File: config.mk
export PLATFORM = sky130hd
export DESIGN_NAME = stack_sequencer
export DESIGN_NICKNAME = d
export VERILOG_FILES = /design/src/rtl/stack_sequencer.sv
export SDC_FILE = /design/constraint.sdc
export NUM_CORES = 1
export LEC_CHECK = 0
export ABC_CLOCK_PERIOD_IN_PS = 4900
export CORE_MARGIN = 2
export CORE_UTILIZATION = 47
export CTS_BUF_LIST = sky130_fd_sc_hd__clkbuf_4
export DETAILED_ROUTE_END_ITERATION = 10
export GPL_TIMING_DRIVEN = 1
export PLACE_DENSITY = 0.7
export SLEW_MARGIN = 30
export SYNTH_ARGS = -nofsm -noshare
export SYNTH_HDL_FRONTEND = slang
export SYNTH_SLANG_ARGS = --single-unit
File: constraint.sdc
create_clock -name clk -period 4.9 [get_ports clk]
set_clock_uncertainty 0.2 [all_clocks]
set_input_delay 0.98 -clock clk [delete_from_list [all_inputs] [get_ports clk]]
set_output_delay 0.98 -clock clk [all_outputs]
set_load 0.01 [all_outputs]
File: src/rtl/stack_sequencer.sv
// Command sequencer for an external LIFO stack: turns PUSH/POP/ALU commands into
// push/pop strobe sequences, evaluates the ALU ops and tracks stack depth locally.
module stack_sequencer #(
  parameter int WIDTH = 8,
  parameter int DEPTH = 256,
  parameter int N     = 8
) (
  input  logic             clk,
  input  logic             reset,
  input  logic             cmd_valid,
  output logic             cmd_ready,
  input  logic [2:0]       cmd_op,
  input  logic [WIDTH-1:0] cmd_imm,
  output logic             push,
  output logic             pop,
  output logic [WIDTH-1:0] stack_in,
  input  logic [WIDTH-1:0] stack_out,
  output logic [WIDTH-1:0] result,
  output logic             result_valid,
  output logic             error,
  output logic [N:0]       depth
);

  typedef enum logic [2:0] {
    IDLE  = 3'd0,
    ERR   = 3'd1,
    POP1  = 3'd2,
    POP2  = 3'd3,
    LATCH = 3'd4,
    PUSHR = 3'd5,
    OUT   = 3'd6
  } state_t;

  typedef enum logic [2:0] {
    OP_PUSH = 3'b000,
    OP_POP  = 3'b001,
    OP_ADD  = 3'b010,
    OP_SUB  = 3'b011,
    OP_AND  = 3'b100,
    OP_NOT  = 3'b101,
    OP_DUP  = 3'b110,
    OP_NOP  = 3'b111
  } op_t;

  localparam logic [N:0] FULL_DEPTH = (N+1)'(DEPTH);

  state_t           state_reg, state_next;
  op_t              op_reg, op_next;
  op_t              cmd_op_t;
  logic [WIDTH-1:0] opa_reg, opa_next;
  logic [WIDTH-1:0] stack_in_next, result_next;
  logic             push_next, pop_next, result_valid_next, error_next, cmd_ready_next;
  logic [N:0]       depth_next;
  logic [N:0]       need;
  logic             accept;
  logic             grows;
  logic             is_binary;

  assign cmd_op_t = op_t'(cmd_op);
  assign accept   = cmd_valid && cmd_ready && (state_reg == IDLE);
  assign grows    = (cmd_op_t == OP_PUSH) || (cmd_op_t == OP_DUP);
  assign is_binary = (op_reg == OP_ADD) || (op_reg == OP_SUB) || (op_reg == OP_AND);

  // Number of entries the incoming command must find on the stack.
  always_comb begin
    need = '0;
    case (cmd_op_t)
      OP_POP, OP_NOT, OP_DUP: need = (N+1)'(1);
      OP_ADD, OP_SUB, OP_AND: need = (N+1)'(2);
      default:                need = '0;
    endcase
  end

  always_ff @(posedge clk) begin
    if (reset) begin
      state_reg <= IDLE;
      op_reg    <= OP_NOP;
      opa_reg   <= '0;
    end else begin
      state_reg <= state_next;
      op_reg    <= op_next;
      opa_reg   <= opa_next;
    end
  end

  always_comb begin
    state_next    = state_reg;
    op_next       = op_reg;
    opa_next      = opa_reg;
    stack_in_next = stack_in;
    result_next   = result;

    case (state_reg)
      IDLE: begin
        if (accept) begin
          op_next = cmd_op_t;
          if ((depth < need) || (grows && (depth == FULL_DEPTH))) begin
            state_next = ERR;
          end else begin
            case (cmd_op_t)
              OP_PUSH: begin
                state_next    = PUSHR;
                stack_in_next = cmd_imm;
              end
              // No strobe this cycle, so stack_out shows TOS next cycle.
              OP_DUP:  state_next = LATCH;
              OP_NOP:  state_next = IDLE;
              default: state_next = POP1;
            endcase
          end
        end
      end
      ERR:   state_next = IDLE;
      POP1:  state_next = is_binary ? POP2 : LATCH;
      POP2: begin
        opa_next   = stack_out;
        state_next = LATCH;
      end
      // stack_out now holds A (unary/POP), B (binary) or TOS (DUP).
      LATCH: begin
        state_next = PUSHR;
        case (op_reg)
          OP_POP: begin
            result_next = stack_out;
            state_next  = OUT;
          end
          OP_ADD:  stack_in_next = stack_out + opa_reg;
          OP_SUB:  stack_in_next = stack_out - opa_reg;
          OP_AND:  stack_in_next = stack_out & opa_reg;
          OP_NOT:  stack_in_next = ~stack_out;
          OP_DUP:  stack_in_next = stack_out;
          default: state_next = IDLE;
        endcase
      end
      PUSHR:   state_next = IDLE;
      OUT:     state_next = IDLE;
      default: state_next = IDLE;
    endcase
  end

  // Strobes and flags are registered from the next state so they line up with it.
  always_comb begin
    push_next         = (state_next == PUSHR);
    pop_next          = (state_next == POP1) || (state_next == POP2);
    result_valid_next = (state_next == OUT);
    error_next        = (state_next == ERR);
    cmd_ready_next    = (state_next == IDLE);
    depth_next        = depth;
    if (push_next) begin
      depth_next = depth + (N+1)'(1);
    end else if (pop_next) begin
      depth_next = depth - (N+1)'(1);
    end
  end

  always_ff @(posedge clk) begin
    if (reset) begin
      push         <= 1'b0;
      pop          <= 1'b0;
      stack_in     <= '0;
      result       <= '0;
      result_valid <= 1'b0;
      error        <= 1'b0;
      cmd_ready    <= 1'b0;
      depth        <= '0;
    end else begin
      push         <= push_next;
      pop          <= pop_next;
      stack_in     <= stack_in_next;
      result       <= result_next;
      result_valid <= result_valid_next;
      error        <= error_next;
      cmd_ready    <= cmd_ready_next;
      depth        <= depth_next;
    end
  end

endmodule

After elaboration in Yosys (flattened, before gate mapping)
Cells that the tools add are included.

$add $sub $neg: 4. Magnitude comparators: 1. Eq/ne operators: 26. Multiplexer cells: 14. Bitwise gates (word level): 2. Reductions and logical operators: 19.

Operators by type and width (count): $pmux 8 s5 (1); $eq 3x3->1 const B (10); $eq 3x2->1 const B (8); $mux 8 (3); $mux 9 (2); $pmux 8 s2 (1); $pmux 3 s4 (1); $add 9x1->9 const B (1); $eq 3x1->1 const B (3); $eq 9x9->1 const B (1); $logic_not 3->1 (3); $lt 9x9->1 (1); $mux 3 (3); $pmux 3 s3 (1); $sub 9x1->9 const B (1); $add 8x8->8 (1); $and 8x8->8 (1); $not 8->8 (1); $sub 8x8->8 (1); $ne 6x4->1 const B (1); $pmux 3 s2 (1); $reduce_or 3->1 (2); $logic_or 1x1->1 (5); $reduce_and 5->1 (1); 7 further kinds (12).

Register bits after elaboration: 44. Output and inout port bits: 30.

Logic depth before layout (Yosys ltp)
Gate-level depths: netlist of the first run.

Depth after elaboration: 12. Depth in mapped cells: 18. Mapped depth without buffers: 16.

Worst setup path before layout of the first run
No wires, ideal clock.

Path type: input -> register. Start point: in cmd_op[1]. End point: reg depth[8]. Setup time: 0.129 ns. Arrival: 4.284 ns. Data required time: 4.571 ns. Setup slack: 0.287 ns. Stages on the path: 18. Buffers on the path: 2. Cells stage by stage: buf_2 -> nor2_1 -> mux2i_1 -> ha_1 -> a211o_2 -> a31oi_4 -> o21a_2 -> o31a_1 -> buf_6 -> nor2_8 -> inv_1 -> ha_1 -> nor2b_1 -> o21a_1 -> o31ai_1 -> a2111oi_0 -> a32oi_1 -> nand4_1.

RTL lines: from (decl) (RTL line 12) `input logic [2:0] cmd_op,`; $eq 3x2->1, or another cell as far along (RTL line 67) `case (cmd_op_t)`; $reduce_or 3->1 (RTL line 67); $pmux 2 s2 (RTL line 67); $lt 9x9->1 (RTL line 97) `if ((depth < need) || (grows && (depth == FULL_DEPTH))) begin`; $logic_or 1x1->1 (RTL line 97); $mux 3 (*) (RTL line 97); $mux 3 (*) (RTL line 95) `if (accept) begin`; $pmux 3 s4 (*) (RTL line 93) `case (state_reg)`; $eq 3x3->1 (*) (RTL line 143) `push_next = (state_next == PUSHR);`; net push_next (RTL line 52) `logic push_next, pop_next, result_valid_next, error_next, cmd_ready_next;`; $mux 9 or $reduce_bool 2->1 (tied branches); to (signal assigned) (RTL line 174) `depth <= depth_next;`; to (decl) (RTL line 21) `output logic [N:0] depth`.

The timed path passes the listed nets; every way through them passes the cells marked *. A chain may end at the register's enable or synchronous reset.

Worst setup path in the final report of the first run
Start point: in cmd_op[2]. End point: reg depth[8].

The elaborated chain is that of the path after synthesis.

==> results of run 1 <==
[worst max-delay path, cell delays in order]
cell and delay, ns:
clkdlybuf4s50_1 0.50, mux2i_1 0.20, ha_1 0.29, a211o_2 0.37, a31oi_4 0.17, o211ai_2 0.14
and2_4 0.22, nor2_8 0.17, inv_1 0.10, buf_4 0.16, ha_1 0.33, o21a_1 0.16
o31ai_1 0.09, a2111oi_0 0.58, o21ai_0 0.19, nand4_1 0.11
[power by group through the flow]
stage	registers [mW]	clock network (mW)	logic (mW)
2_1_floorplan	0.511	0	0.918
3_3_place_gp	0.542	0	1.20
3_5_place_dp	0.545	0	1.23
4_1_cts	0.537	0.223	1.23
5_1_grt	0.551	0.233	1.36
6_report	0.538	0.220	1.24
[cell usage after synthesis (4+ instances only)]
| cell | count | area (um^2) |
|---|---|---|
| buf_6 | 5 | 56.30 |
| o21ai_0 | 26 | 130.1 |
| buf_2 | 5 | 25.02 |
| o221ai_1 | 4 | 35.03 |
| mux2i_1 | 18 | 180.2 |
| a211oi_1 | 5 | 37.54 |
| o211ai_1 | 9 | 67.56 |
| nor2_1 | 45 | 168.9 |
| clkbuf_1 | 9 | 33.78 |
| nor2b_1 | 5 | 31.28 |
| nor3_1 | 10 | 50.05 |
| a31oi_1 | 4 | 25.02 |
| inv_1 | 14 | 52.55 |
| nand2b_1 | 6 | 37.54 |
| nor3b_1 | 5 | 37.54 |
| nand3_1 | 9 | 45.04 |
| nand2_1 | 24 | 90.09 |
| a21oi_1 | 26 | 130.1 |
| dfxtp_1 | 44 | 880.8 |
| xnor2_1 | 9 | 78.83 |
| ha_1 | 17 | 212.7 |
[final cells by class]
cell class / count / area (um^2) / share of cell area
sequential: 44 / 880.8 / 0.2242
timing repair buffer: 62 / 593.1 / 0.1510
inverter: 14 / 52.55 / 0.01338
clock inverter: 1 / 30.03 / 0.007643
multi-input combinational: 310 / 2215 / 0.5637
clock buffer: 5 / 37.54 / 0.009554
tap: 96 / 120.1 / 0.03057
[cell families (layout without fill, tap and decap cells)]
group,after synthesis,count (layout)
fa+ha+maj,19,19
xor+xnor,13,13
mux,20,20
flops,44,44
compound gates,118,118
buf+inv,37,82
simple gates,140,140
[routing by layer]
metal	track usage	up-vias	share of wire
met5	0	-	0
met4	0.04336	0	0.0082
met3	0.03582	7	0.057
met2	0.3636	86	0.46
met1	0.3099	1425	0.48
li1	-	1533	-
[worst min path at each step]
stage	startpoint	endpoint	slack, ns	cells past startpoint
after floorplan	opa_reg[1]$_SDFFE_PP0N_	opa_reg[1]$_SDFFE_PP0N_	0.27	2
final	stack_in[4]$_SDFFE_PP0P_	stack_in[4]$_SDFFE_PP0P_	0.27	2
after global placement	stack_in[4]$_SDFFE_PP0P_	stack_in[4]$_SDFFE_PP0P_	0.26	2
after detailed placement	stack_in[4]$_SDFFE_PP0P_	stack_in[4]$_SDFFE_PP0P_	0.25	2
after CTS	stack_in[4]$_SDFFE_PP0P_	stack_in[4]$_SDFFE_PP0P_	0.27	2
after global routing	stack_in[4]$_SDFFE_PP0P_	stack_in[4]$_SDFFE_PP0P_	0.29	2
[per-stage QoR]
stage / utilization / setup slack, ns / area (um^2)
after floorplan: - / 0.2867 / 3299
after global placement: 0.5683 / 0.06325 / 3861
after detailed placement: 0.5683 / -0.06658 / 3861
after CTS: 0.5783 / 0.3096 / 3929
after global routing: 0.5783 / 0.07072 / 3929
final: 0.5783 / 0.2579 / 3929
==> flow_summary.json, run 1 <==
{
  "status": "completed",
  "cts_tree": "done",
  "n_fill_cell": 616,
  "finalHoldViolCount": 0,
  "startpoint_type": "input pin",
  "synth-compound-area-share": 0.2533,
  "p_comb_frac": 0.621,
  "p_leak_nw": 1.553,
  "syn_avg_cell_area_um2": 8.438,
  "slew_viol_final": 0,
  "fin_total_pwr_mw": 1.998,
  "io_buffers": 51,
  "cts.path.max_buffers": 2,
  "die_h_um": 87.79,
  "post_drt_via_cell_ratio": 5.735,
  "clk-insertion-delay-late_ns": 0.37,
  "clockRootBuffer": "clkbuf_4",
  "p_sw_mw": 0.8866,
  "wl_um": 8317,
  "endpoint": "depth[8]$_SDFFE_PP0P_",
  "r2r_start": "depth[1]$_SDFFE_PP0P_",
  "critical_path_class": "input pin to register",
  "ys_seq_area_frac": 0.2670,
  "area_growth_pct": 19.07,
  "cts_buffers": 5,
  "hp-class": "register to register",
  "async_reset_ff_frac": 0,
  "grt.total_usage": 0.2218,
  "cts_resized": 0,
  "final_common_cell": "clkdlybuf4s50_1",
  "ir_drop_v": 0.0002175,
  "antenna_found_initial": 0,
  "drtIter0Drc": 202,
  "place.gp.congestion": 0.8968,
  "rsz0062_at_grt": "no",
  "dieArea_um2": 7706,
  "min_period_ns": 4.642,
  "synth.distinct_cells": 81,
  "timing.fmax_mhz": 215.4,
  "grt_max_degree": 36,
  "die_w_um": 87.79,
  "synth_top_family_by_area": "compound AO/OA/AOI/OAI gates",
  "start_util": 0.4856,
  "synth-seq-cells": 44,
  "worstSetupStartpoint": "cmd_op[2]",
  "core_um2": 6794,
  "synth_fa_ha_area_frac": 0.07660,
  "dr_total_vias": 3051,
  "p_sw_frac": 0.4438,
  "synthMuxAreaShare": 0.06143,
  "period_share": 0.9474,
  "reg2reg_to": "depth[8]$_SDFFE_PP0P_",
  "whs_ns": 0.2717,
  "seqPwrFrac": 0.269,
  "synth_xor_area_frac": 0.04020,
  "fp-row-count": 30,
  "post_cts_buffers": 0,
  "drc": 0,
  "ctsHoldBuffers": 0,
  "ys.flop_type": "dfxtp_1",
  "cap_viol_max_count": 0,
  "cp.arrival_ns": 4.76,
  "dr.pass1.iters": 5,
  "grt_pass1_vias": 2826,
  "setup_viol": 0,
  "final.setup.tns_ns": 0,
  "grt_first_pass_wirelength_um": 13760,
  "crit_fanout": 8,
  "fin_cells": 532,
  "synth-simple-area-share": 0.2397,
  "nets": 478,
  "cts.clk_slew.worst_paths_ns": 0.14,
  "dpl.hpwl_um": 6304,
  "wl_per_cell_um": 15.63,
  "syn-cell-area_um2": 3299,
  "cp.required_ns": 5.02,
  "regToRegSetupSlack_ns": 1.08,
  "syn-num-nets": 432,
  "final_cell_mix": "clkdlybuf4s50_1 (51), nor2_1 (45), dfxtp_1 (44), o21ai_0 (26), a21oi_1 (26)",
  "drive_above_1_share": 0.09404,
  "dp.cells": 526,
  "power.internal_mw": 1.111,
  "reg2reg_depth": 14,
  "power_frac_clock": 0.110,
  "ctsHtreeMaxLevel": 2,
  "io-pin-count": 52,
  "endpoint_kind": "register",
  "worstMarginPinSlew_ns": 0.8115,
  "ant_nets": 0,
  "synth-edff-count": 0,
  "slew_headroom": 0.4541,
  "top_register": "depth",
  "diodes": 0,
  "grt-ovfl-total": 0,
  "ys_warn_count": 0,
  "power_density_nw_per_um2": 508.5,
  "netlist_instances": 391,
  "cts_sinks": 44,
  "largest_reg_flops": 9
}
Note: power is estimated with default switching activity, not from simulation.
==> inputs of run 2 (changes only) <==
Settings changed: CTS_CLUSTER_SIZE from default to 28, DONT_BUFFER_PORTS from default to 1, PLACE_DENSITY 0.7 to 0.61.
==> run 2 against run 1 <==
Non-clock buffer count down 60. Via count down 7.3%. Largest cell class unchanged. Register-to-register slack worse by 0.29 ns. Wire length up 0.29%.
==> flow_summary.json, run 2 (synthesis gave the netlist of run 1 again) <==
{
  "place.gp.congestion": 0.9094,
  "grt_max_degree": 36,
  "start_util": 0.4856,
  "holdPathEnd": "opa_reg[1]$_SDFFE_PP0N_",
  "final_cell_mix": "nor2_1 (45), dfxtp_1 (44), o21ai_0 (26), a21oi_1 (26), nand2_1 (24)",
  "fin_total_pwr_mw": 1.878,
  "io-pin-count": 52,
  "grt_first_pass_wirelength_um": 13230,
  "largest_reg_flops": 9,
  "drive_above_1_share": 0.08753,
  "final_area_um2": 3383,
  "fp-row-count": 30,
  "reg2reg_to": "depth[8]$_SDFFE_PP0P_",
  "dp.cells": 466,
  "timing.fmax_mhz": 229.0,
  "wl_per_cell_um": 17.60,
  "status": "completed",
  "nets": 418,
  "cts_resized": 0,
  "post_drt_via_cell_ratio": 5.964,
  "drtIter0Drc": 141,
  "finalHoldViolCount": 0,
  "cp.required_ns": 4.96,
  "ctsHtreeMaxLevel": 2,
  "whs_ns": 0.3225,
  "dr_total_vias": 2827,
  "core_um2": 6794,
  "die_w_um": 87.79,
  "postPlaceCellArea_um2": 3283,
  "worstMarginPinSlew_ns": 0.8090,
  "wl_um": 8341,
  "min_period_ns": 4.366,
  "regToRegSetupSlack_ns": 0.79,
  "top_register": "depth",
  "p_sw_mw": 0.8557,
  "ant_nets": 0,
  "dieArea_um2": 7706,
  "worstHoldPathCells": 2,
  "reg2reg_depth": 14,
  "min-delay-start": "opa_reg[1]$_SDFFE_PP0N_",
  "slew_viol_final": 0,
  "cts.clk_slew.worst_paths_ns": 0.14,
  "power_frac_clock": 0.151,
  "critical_path_class": "input pin to register",
  "period_share": 0.8911,
  "grt-ovfl-total": 0,
  "final_common_cell": "nor2_1",
  "antenna_found_initial": 1,
  "setup_viol": 0,
  "crit_fanout": 8,
  "power_density_nw_per_um2": 555.1,
  "hp-class": "register to register",
  "cap_viol_max_count": 0,
  "dpl.hpwl_um": 6323,
  "cts_sinks": 44,
  "ir_drop_v": 0.0001629,
  "area_growth_pct": 2.541,
  "drc": 0,
  "r2r_start": "depth[1]$_SDFFE_PP0P_",
  "die_h_um": 87.79,
  "power.internal_mw": 1.023,
  "post_cts_buffers": 0,
  "cts.path.max_buffers": 2,
  "grt_pass1_vias": 2710,
  "ctsHoldBuffers": 0,
  "grt.total_usage": 0.2211,
  "dr.pass1.iters": 4,
  "fin_cells": 474,
  "cp.arrival_ns": 4.43,
  "rsz0062_at_grt": "no",
  "clockRootBuffer": "clkbuf_4",
  "cts_buffers": 5,
  "p_comb_frac": 0.545,
  "startpoint_type": "input pin",
  "clk-insertion-delay-late_ns": 0.36,
  "endpoint_kind": "register",
  "io_buffers": 0,
  "p_leak_nw": 1.341,
  "final.setup.tns_ns": 0,
  "p_sw_frac": 0.4556,
  "cts_tree": "done",
  "slew_headroom": 0.4558,
  "seqPwrFrac": 0.304
}
-- run 2: changes by cell type in the layout (fill, tap and decap cells not counted) --
cell / change
clkdlybuf4s50_1: -51
buf_4: -9
bufinv_16: +1
diode_2: +1
-- run 2: metrics by stage --
stage	setup slack [ns]	util
2_1_floorplan	0.2867	-
3_3_place_gp	0.2915	0.4832
3_5_place_dp	0.1139	0.4832
4_1_cts	0.5152	0.4976
5_1_grt	0.2741	0.4976
6_report	0.5337	0.4980
-- run 2: power groups by stage --
stage / Clock (mW) / Combinational, mW / Sequential, mW
floorplan: 0 / 0.918 / 0.511
CTS: 0.288 / 1.03 / 0.573
global placement: 0 / 1.01 / 0.583
global route: 0.299 / 1.14 / 0.588
detailed placement: 0 / 1.02 / 0.582
finish: 0.283 / 1.02 / 0.571
-- run 2: worst max-delay path by stage --
stage / from / endpoint / cells past startpoint
final: cmd_op[0] / depth[8]$_SDFFE_PP0P_ / 16
after global routing: cmd_op[0] / depth[8]$_SDFFE_PP0P_ / 16
after CTS: cmd_op[0] / depth[8]$_SDFFE_PP0P_ / 16
after detailed placement: cmd_op[0] / depth[8]$_SDFFE_PP0P_ / 16
after global placement: cmd_op[0] / depth[8]$_SDFFE_PP0P_ / 16
after floorplan: cmd_op[1] / depth[8]$_SDFFE_PP0P_ / 18
-- run 2: layout make-up --
| cell class | instances | area (um^2) |
|---|---|---|
| clock buffers | 5 | 37.54 |
| diodes | 1 | 2.502 |
| well taps | 96 | 120.1 |
| inverters | 14 | 52.55 |
| fillers | 670 | 3411 |
| clock inverters | 2 | 60.06 |
| flip-flops and latches | 44 | 880.8 |
| multi-input cells | 310 | 2215 |
| repair buffers | 2 | 15.01 |
-- run 2: layer usage --
layer	track usage	vias to the layer above	wire, um
met5	0	-	0
met4	0.06294	0	163
met3	0.06032	17	427
met2	0.3946	65	4210
met1	0.2587	1335	3539
li1	-	1410	-
-- run 2: worst max-delay path: stages --
cell and delay, ns:
nor2_1 0.08, mux2i_1 0.08, ha_1 0.32, a211o_2 0.36, a31oi_4 0.18, o21a_2 0.24
o31a_1 0.28, nor2_8 0.09, inv_1 0.20, ha_1 0.32, nor2b_1 0.15, o21a_1 0.17
o31ai_1 0.44, a2111oi_0 0.24, a32oi_1 0.19, nand4_1 0.10
